===== src/rtl/bpred_table_init_ctrl.sv =====
// bpred_table_init_ctrl: clears BTB/BHT one entry per cycle, then optionally writes host preload beats.
module bpred_table_init_ctrl #(
  parameter int ENTRIES = 256,
  parameter int ADDR_W = 8,
  parameter int BTB_W = 40,
  parameter int BHT_W = 2,
  parameter logic [BTB_W-1:0] BTB_CLR = '0,
  parameter logic [BHT_W-1:0] BHT_CLR = 2'b01,
  parameter bit AUTO_INIT = 1'b1
) (
  input  logic              clk,
  input  logic              rst,
  input  logic              start,
  input  logic              preload_en,
  input  logic              pl_valid,
  output logic              pl_ready,
  input  logic [ADDR_W-1:0] pl_addr,
  input  logic [BTB_W-1:0]  pl_btb,
  input  logic [BHT_W-1:0]  pl_bht,
  input  logic              pl_last,
  output logic              tbl_we,
  output logic [ADDR_W-1:0] btb_addr,
  output logic [ADDR_W-1:0] bht_addr,
  output logic [BTB_W-1:0]  btb_init,
  output logic [BHT_W-1:0]  bht_init,
  output logic              pc_hold,
  output logic              busy,
  output logic              init_done
);
  typedef enum logic [2:0] {IDLE, CLEAR, PRELOAD, FLUSH, DONE} state_t;
  state_t state_q, state_d;
  logic [ADDR_W-1:0] cnt_q, cnt_d, addr_q, addr_d;
  logic [BTB_W-1:0] btb_q, btb_d;
  logic [BHT_W-1:0] bht_q, bht_d;
  logic pend_q, pend_d, we_q, we_d, ready_q, ready_d, busy_q, busy_d, hold_q, hold_d, done_q, done_d;
  logic acc, last_clr, clr_wr;
  assign acc = (state_q == PRELOAD) && pl_valid && ready_q;
  assign last_clr = cnt_q == ADDR_W'(ENTRIES - 1);
  always_comb begin
    state_d = state_q;
    cnt_d = cnt_q;
    pend_d = pend_q;
    if (state_q == IDLE && (start || pend_q)) begin
      state_d = CLEAR;
      cnt_d = '0;
      pend_d = 1'b0;
    end else if (state_q == DONE && start) begin
      state_d = CLEAR;
      cnt_d = '0;
    end else if (state_q == CLEAR) begin
      state_d = last_clr ? (preload_en ? PRELOAD : DONE) : CLEAR;
      cnt_d = last_clr ? cnt_q : cnt_q + 1'b1;
    end else if (state_q == PRELOAD && acc && pl_last) begin
      state_d = FLUSH;
    end else if (state_q == FLUSH) begin
      state_d = DONE;
    end
  end
  // Outputs are registered, so they are derived from the next state.
  always_comb begin
    clr_wr = state_d == CLEAR;
    we_d = clr_wr || acc;
    addr_d = clr_wr ? cnt_d : acc ? pl_addr : addr_q;
    btb_d = clr_wr ? BTB_CLR : acc ? pl_btb : btb_q;
    bht_d = clr_wr ? BHT_CLR : acc ? pl_bht : bht_q;
    ready_d = state_d == PRELOAD;
    busy_d = state_d inside {CLEAR, PRELOAD, FLUSH};
    hold_d = busy_d || (state_d == IDLE && pend_d);
    done_d = state_d == DONE;
  end
  always_ff @(posedge clk) begin
    if (rst) begin
      state_q <= IDLE;
      cnt_q <= '0;
      pend_q <= AUTO_INIT;
      we_q <= 1'b0;
      addr_q <= '0;
      btb_q <= '0;
      bht_q <= '0;
      ready_q <= 1'b0;
      busy_q <= 1'b0;
      hold_q <= AUTO_INIT;
      done_q <= 1'b0;
    end else begin
      state_q <= state_d;
      cnt_q <= cnt_d;
      pend_q <= pend_d;
      we_q <= we_d;
      addr_q <= addr_d;
      btb_q <= btb_d;
      bht_q <= bht_d;
      ready_q <= ready_d;
      busy_q <= busy_d;
      hold_q <= hold_d;
      done_q <= done_d;
    end
  end
  assign pl_ready = ready_q;
  assign tbl_we = we_q;
  assign btb_addr = addr_q;
  assign bht_addr = addr_q;
  assign btb_init = btb_q;
  assign bht_init = bht_q;
  assign pc_hold = hold_q;
  assign busy = busy_q;
  assign init_done = done_q;
endmodule


===== config.mk =====
export PLATFORM = sky130hd
export DESIGN_NAME = bpred_table_init_ctrl
export DESIGN_NICKNAME = d
export VERILOG_FILES = /design/src/rtl/bpred_table_init_ctrl.sv
export SDC_FILE = /design/constraint.sdc
export NUM_CORES = 1
export LEC_CHECK = 0
export ABC_AREA = 1
export CAP_MARGIN = 20
export CELL_PAD_IN_SITES_DETAIL_PLACEMENT = 1
export CELL_PAD_IN_SITES_GLOBAL_PLACEMENT = 1
export CORE_MARGIN = 2
export CORE_UTILIZATION = 32
export CTS_CLUSTER_DIAMETER = 200
export DETAILED_ROUTE_END_ITERATION = 8
export PLACE_DENSITY_LB_ADDON = 0.1
export SYNTH_ARGS = -nofsm -noshare
export SYNTH_HDL_FRONTEND = slang
export SYNTH_SLANG_ARGS = --single-unit

===== constraint.sdc =====
create_clock -name clk -period 5.2 [get_ports clk]
set_clock_uncertainty 0.15 [all_clocks]
set_input_delay 0.52 -clock clk [delete_from_list [all_inputs] [get_ports clk]]
set_output_delay 0.52 -clock clk [all_outputs]
set_load 0.005 [all_outputs]

==> results of run 1 <==
-- area by class of cell --
class	instances	area (um^2)	area share (%)
Tap cell	108	135.1	3.260
Clock buffer	11	131.4	3.169
Sequential cell	67	1341	32.36
Clock inverter	5	30.03	0.7244
Timing Repair Buffer	118	1181	28.49
Multi-Input combinational cell	248	1232	29.73
Inverter	25	93.84	2.264
-- kinds of logic (layout without fill, tap and decap cells) --
kind of cell | after synthesis | after routing | synth area share (%)
DFF | 67 | 67 | 47.75
AOI/OAI and AO/OA | 60 | 60 | 12.03
adders and majority gates | 1 | 1 | 0.4454
and+or+nand+nor | 186 | 186 | 31.09
xor gates and xnor gates | 1 | 1 | 0.3119
buffers and inverters | 49 | 159 | 8.374
-- sequential cells by signal, summed over array words and instances (netlist names) --
| name | cells |
|---|---|
| btb_init | 40 |
| tbl_we | 1 |
| bht_init | 2 |
| busy | 1 |
| bht_addr | 8 |
| pl_ready | 1 |
| cnt_q | 8 |
| pend_q | 1 |
| state_q | 3 |
| init_done | 1 |
| pc_hold | 1 |
-- worst reg2reg max path, stage by stage (launching register included) --
cell and delay [ns]:
dfxtp_1 0.36, inv_2 0.13, nand2_1 0.14, nor2_8 0.63
inv_2 0.55, nor2_1 0.20, o21bai_1 0.08, a21oi_1 0.13
-- power by group through the flow --
stage / logic [mW] / registers [mW] / clock network [mW]
floorplan: 0.137 / 0.558 / 0
detailed placement: 0.236 / 0.559 / 0
CTS: 0.238 / 0.548 / 0.381
global placement: 0.235 / 0.559 / 0
finish: 0.233 / 0.548 / 0.365
global route: 0.258 / 0.551 / 0.406
-- metal layers --
layer	wire length, um	global-route usage (%)
met5	0	0
met4	128	7.051
met3	482	4.317
met2	3682	27.48
met1	3957	24.83
-- placed cells by master, fill, tap and decap left out --
cell,Yosys,final
nand3_1,18,18
inv_2,4,4
clkbuf_8,0,9
nand3_2,1,1
o21ai_2,1,1
clkinv_2,0,3
a21oi_1,44,44
clkinv_1,1,1
nand4_1,7,7
clkbuf_1,1,2
o2111ai_2,1,1
nor3_2,2,2
clkdlybuf4s50_1,0,118
o21ai_0,4,4
nand2_2,1,1
a211oi_1,1,1
nand2_1,129,129
nor3_1,1,1
nand2_8,2,2
xor2_1,1,1
nand2_4,2,2
a21oi_2,2,2
a31oi_1,1,1
o21bai_1,2,2
inv_1,20,20
ha_1,1,1
nor2_8,2,2
o21ai_1,1,1
o211ai_1,3,3
dfxtp_1,67,67
nor2_2,1,1
nor2_1,16,16
clkinvlp_4,0,2
nor2_4,4,4
-- worst max path at each step --
stage          startpoint  cells after the start            to  slack [ns]
4_1_cts               rst                      4   btb_init[6]        2.44
3_3_place_gp          rst                      4  btb_init[25]        2.16
5_1_grt               rst                      4   btb_init[0]        2.17
6_report              rst                      4   btb_init[6]        2.48
3_5_place_dp          rst                      4   btb_init[6]        2.07
2_1_floorplan    cnt_q[0]                     10      pl_ready        3.57
-- metrics by stage --
stage | cells | hold WS [ns]
5_1_grt | 582 | 0.3339
4_1_cts | 582 | 0.3165
2_1_floorplan | 364 | 0.2892
3_3_place_gp | 566 | 0.2977
6_report | 582 | 0.3132
3_5_place_dp | 566 | 0.3057
==> run_results.csv, run 1 <==
group,metric,value,unit
clocking,cts_buffer_depth,2,
cells_and_area,drive_above_1_share,7.806,%
synth,yosysMostFrequentCell,"nand2_1",
cells_and_area,nNetsFinal,526,
worst_setup_path,slowest_delay,0.92,ns
worst_setup_path,crit_required,5.23,ns
synth,synth_flop_cell,"dfxtp_1",
synth,yosys-top-cells-area,"dfxtp_1 48%, nand2_1 17%, a21oi_1 7.8%",
synth,postSynthNetCount,421,
clocking,clock_latency,0.34,ns
clocking,htree_levels,3,
synth,synth_common_cells,"129 x nand2_1, 67 x dfxtp_1, 44 x a21oi_1, 20 x inv_1, 18 x nand3_1",
grt,grt_overflow,0,
floorplan,io_pins,119,
worst_setup_path,crit_chain,"clkdlybuf4s50_1 -> clkinv_1 -> nand3_2 -> a21oi_1",
routing,wl_per_cell,14.18,um
floorplan,dieArea,0.009543,mm^2
floorplan,die_w,97.69,um
synth,ys_types,32,
placement,hpwl,5869,um
sta,hold_violations,0,
power,pwr-share-clk,31.8,%
synth,yosys.area.top_type_share,47.75,%
placement,gp_congestion,0.8296,
clocking,clkSinkCount,67,
flow_run,drv_cap,0,
worst_hold_path,hp-start,"btb_init[34]",
synth,synth_top_area_cell,"dfxtp_1",
worst_setup_path,cp.arrival,2.75,ns
clocking,root_buffer,"clkbuf_8",
routing,ant_nets,0,
sta,rsz0062_at_grt,"no",
sta,finalSetupTns,0,ns
routing,viasPerCell,4.655,
worst_setup_path,worstReg2RegStart,"state_q[2]",
sta,final.setup.worst_slack,2.479,ns
placement,place_area,0.003984,mm^2
worst_hold_path,holdPathStages,2,
grt,grt_first_pass_wirelength,13810,um
grt,grt_pass1_vias,2754,
clocking,cts_buffers,9,
grt,grt_util_all_layers,18.10,%
routing,num_vias,2709,
worst_hold_path,min_to,"btb_init[34]",
cells_and_area,final_cell_area,0.004145,mm^2
worst_setup_path,r2r_end,"bht_addr[1]",
cells_and_area,diodes,0,
power,combPwrFrac,20.4,%
grt,grt_max_degree,54,
power,vdd.ir_drop.worst,0.09909,mV
run_status,status,"complete, no violations",
worst_setup_path,cp-end-kind,"register",
floorplan,std_cell_rows,34,
synth,ys_ff_latch,67,
sta,slew_headroom,46.21,%
placement,place.port_buffers,118,
cells_and_area,syn_to_final_growth,47.57,%
power,p_leak,1.497,nW
power,sw_frac_of_total,29.66,%
floorplan,chipHeight,97.69,um
clocking,post_cts_buffers,0,
synth,synth-edff-count,0,
sta,period_share,52.33,%
power,intPower,806.1,uW
worst_setup_path,cp-start-kind,"input pin",
worst_setup_path,ff2ff_path_depth,7,
routing,firstDrtPassIters,4,
worst_setup_path,critPathMaxFanout,41,
synth,ys_async_sr_fraction,0,%
clocking,ctsResizeCount,0,
worst_hold_path,hp-class,"reg2reg",
synth,ys_warn_count,0,
floorplan,core,0.008636,mm^2
worst_setup_path,r2r_slack,2.74,ns
sta,tightestPinTransition,0.8059,ns
synth,syn_area_per_cell,7.717,um^2
worst_setup_path,critPathSlowestCell,"clkdlybuf4s50_1",
sta,drv_slew,0,
worst_setup_path,crit_type,"in2reg",
power,seqPwrFrac,47.8,%
routing,drc,0,
clocking,hold_buffers,0,
floorplan,start_util,32.53,%
power,powerDensity,276.5,mW/mm^2
synth,netlist_instances,364,
cells_and_area,nFillCells,1070,
routing,wirelength,8251,um
synth,ys_seq_area_share,47.75,%
cells_and_area,final_util,48.00,%
sta,finalWorstPathRequiredPeriod,2.721,ns
power,netSwitchingPower,339.9,uW
grt,grt_antenna_before_repair,0,
routing,drt_iter0_drc,75,
synth,synth_area,0.002809,mm^2
power,power,1.146,mW
worst_setup_path,cp_num_buf_inv,2,
clocking,cts_tree,"yes",
worst_setup_path,crit_family,"buffers and inverters",
placement,dpl_worst_slack,2.073,ns
sta,setup_violations,0,
clocking,clkTransAtPathRegs,0.07,ns
sta,fmax,0.3675,GHz
Power figures use the tool's default switching activity.
==> inputs of run 2 (changes only) <==
CORE_UTILIZATION = 27   (was 32)
clock period = 2.4 ns   (was 5.2 ns; I/O delays follow)
==> run_results.csv, run 2 (synthesized netlist as in run 1, its figures left out) <==
group,metric,value,unit
worst_hold_path,holdPathStages,3,
clocking,clkSinkCount,67,
worst_setup_path,critPathMostFrequentCell,"inv_2",
worst_setup_path,crit_family,"buffers and inverters",
routing,ant_nets,0,
worst_setup_path,crit_required,2.48,ns
worst_hold_path,hp-start,"pl_btb[5]",
routing,drt_iter0_drc,82,
worst_setup_path,crit_type,"reg2reg",
sta,finalWorstPathRequiredPeriod,1.901,ns
sta,final.setup.worst_slack,0.4991,ns
flow_run,drv_cap,0,
worst_setup_path,cp.arrival,1.98,ns
power,powerDensity,650.6,mW/mm^2
sta,hold_ws,0.2946,ns
worst_hold_path,hp-class,"in2reg",
routing,num_vias,2692,
grt,grt_pass1_vias,2666,
floorplan,std_cell_rows,37,
cells_and_area,final_cells,615,
cells_and_area,largest_reg_flops,40,
floorplan,start_util,27.46,%
routing,wirelength,8792,um
worst_setup_path,ff2ff_path_depth,7,
clocking,hold_buffers,0,
sta,fmax,0.5261,GHz
cells_and_area,final_cell_area,0.004295,mm^2
placement,hpwl,6302,um
routing,viasPerCell,4.377,
worst_setup_path,critPathSlowestCell,"inv_2",
floorplan,chipHeight,106.0,um
sta,drv_slew,0,
cells_and_area,mostFrequentLayoutCells,"129 x nand2_1, 118 x clkdlybuf4s50_1, 67 x dfxtp_1",
worst_hold_path,min_to,"btb_init[5]",
sta,setup_violations,0,
worst_setup_path,crit_chain,"inv_2 -> nand2_1 -> nor2_8 -> inv_2 -> nor2_1 -> o21bai_1 -> a21oi_1",
clocking,htree_levels,3,
floorplan,die_w,106.0,um
grt,grt_antenna_before_repair,0,
clocking,cts_tree,"yes",
placement,dpl_worst_slack,0.3332,ns
clocking,cts_buffer_depth,2,
placement,gp_congestion,0.7354,
worst_setup_path,r2r_slack,0.50,ns
worst_setup_path,cp_num_buf_inv,2,
placement,place.port_buffers,118,
worst_setup_path,slowest_delay,0.54,ns
sta,period_share,79.21,%
worst_setup_path,critPathMaxFanout,43,
sta,hold_violations,0,
run_status,status,"complete, no violations",
clocking,post_cts_buffers,0,
routing,wl_per_cell,14.30,um
clocking,cts_buffers,9,
cells_and_area,nNetsFinal,531,
cells_and_area,final_util,41.98,%
power,vdd.ir_drop.worst,0.2831,mV
grt,grt_util_all_layers,15.81,%
grt,grt_overflow,0,
floorplan,io_pins,119,
clocking,root_buffer,"clkbuf_8",
power,power,2.795,mW
placement,dp_cells,599,
sta,rsz0062_at_grt,"no",
sta,tightestPinTransition,0.7467,ns
worst_setup_path,cp-start-kind,"register",
routing,drc,0,
grt,grt_first_pass_wirelength,13840,um
floorplan,dieArea,0.01123,mm^2
clocking,ctsResizeCount,0,
worst_setup_path,cp-end-kind,"register",
sta,slew_headroom,50.14,%
cells_and_area,syn_to_final_growth,52.92,%
placement,place_area,0.004069,mm^2
cells_and_area,diodes,0,
clocking,clkTransAtPathRegs,0.08,ns
grt,grt_max_degree,44,
clocking,clock_latency,0.35,ns
worst_setup_path,r2r_end,"bht_addr[1]",
cells_and_area,drive_above_1_share,8.977,%
power,p_leak,1.560,nW
cells_and_area,mostFrequentLayoutCell,"nand2_1",
sta,finalSetupTns,0,ns
floorplan,core,0.01023,mm^2
routing,firstDrtPassIters,4,
worst_setup_path,worstReg2RegStart,"state_q[2]",
-- run 2: worst max path at each step --
| stage | from | endpoint | slack (ns) | cells past startpoint |
|---|---|---|---|---|
| finish | state_q[2] | bht_addr[1] | 0.50 | 7 |
| CTS | state_q[2] | bht_addr[1] | 0.46 | 7 |
| detailed placement | pl_valid | bht_addr[1] | 0.33 | 7 |
| global route | state_q[2] | bht_addr[1] | 0.32 | 7 |
| floorplan | cnt_q[0] | pl_ready | 0.77 | 10 |
| global placement | pl_valid | bht_addr[1] | 0.33 | 7 |
-- run 2: power breakdown --
part	leakage (nW)	internal (mW)	total, mW	switching (mW)
clock	0.110	0.620	1.08	0.462
combinational	0.907	0.233	0.526	0.293
sequential	0.542	1.16	1.19	0.0324
total	1.56	2.01	2.79	0.787
-- run 2: layer usage --
layer  global-route usage, %  wire length, um  vias to the layer above
met5                       0                0                        -
met4                   6.767              142                        0
met3                   3.066              440                       11
met2                   24.56             3866                       81
met1                   21.39             4342                     1221
li1                        -                -                     1379
-- run 2: worst register-to-register path, delay by kind of cell, from the launching register on --
family | cells | cell delay, ns
buf+inv | 2 | 0.65
flops | 1 | 0.42
simple gates | 3 | 0.34
compound gates | 2 | 0.22
-- run 2: layout make-up --
cell class	count	area [um^2]
Clock buffer	11	141.4
Clock inverter	5	85.08
Sequential cell	67	1341
Tap cell	136	170.2
Timing Repair Buffer	123	1231
Multi-Input combinational cell	248	1232
Inverter	25	93.84
Fill cell	1228	5936
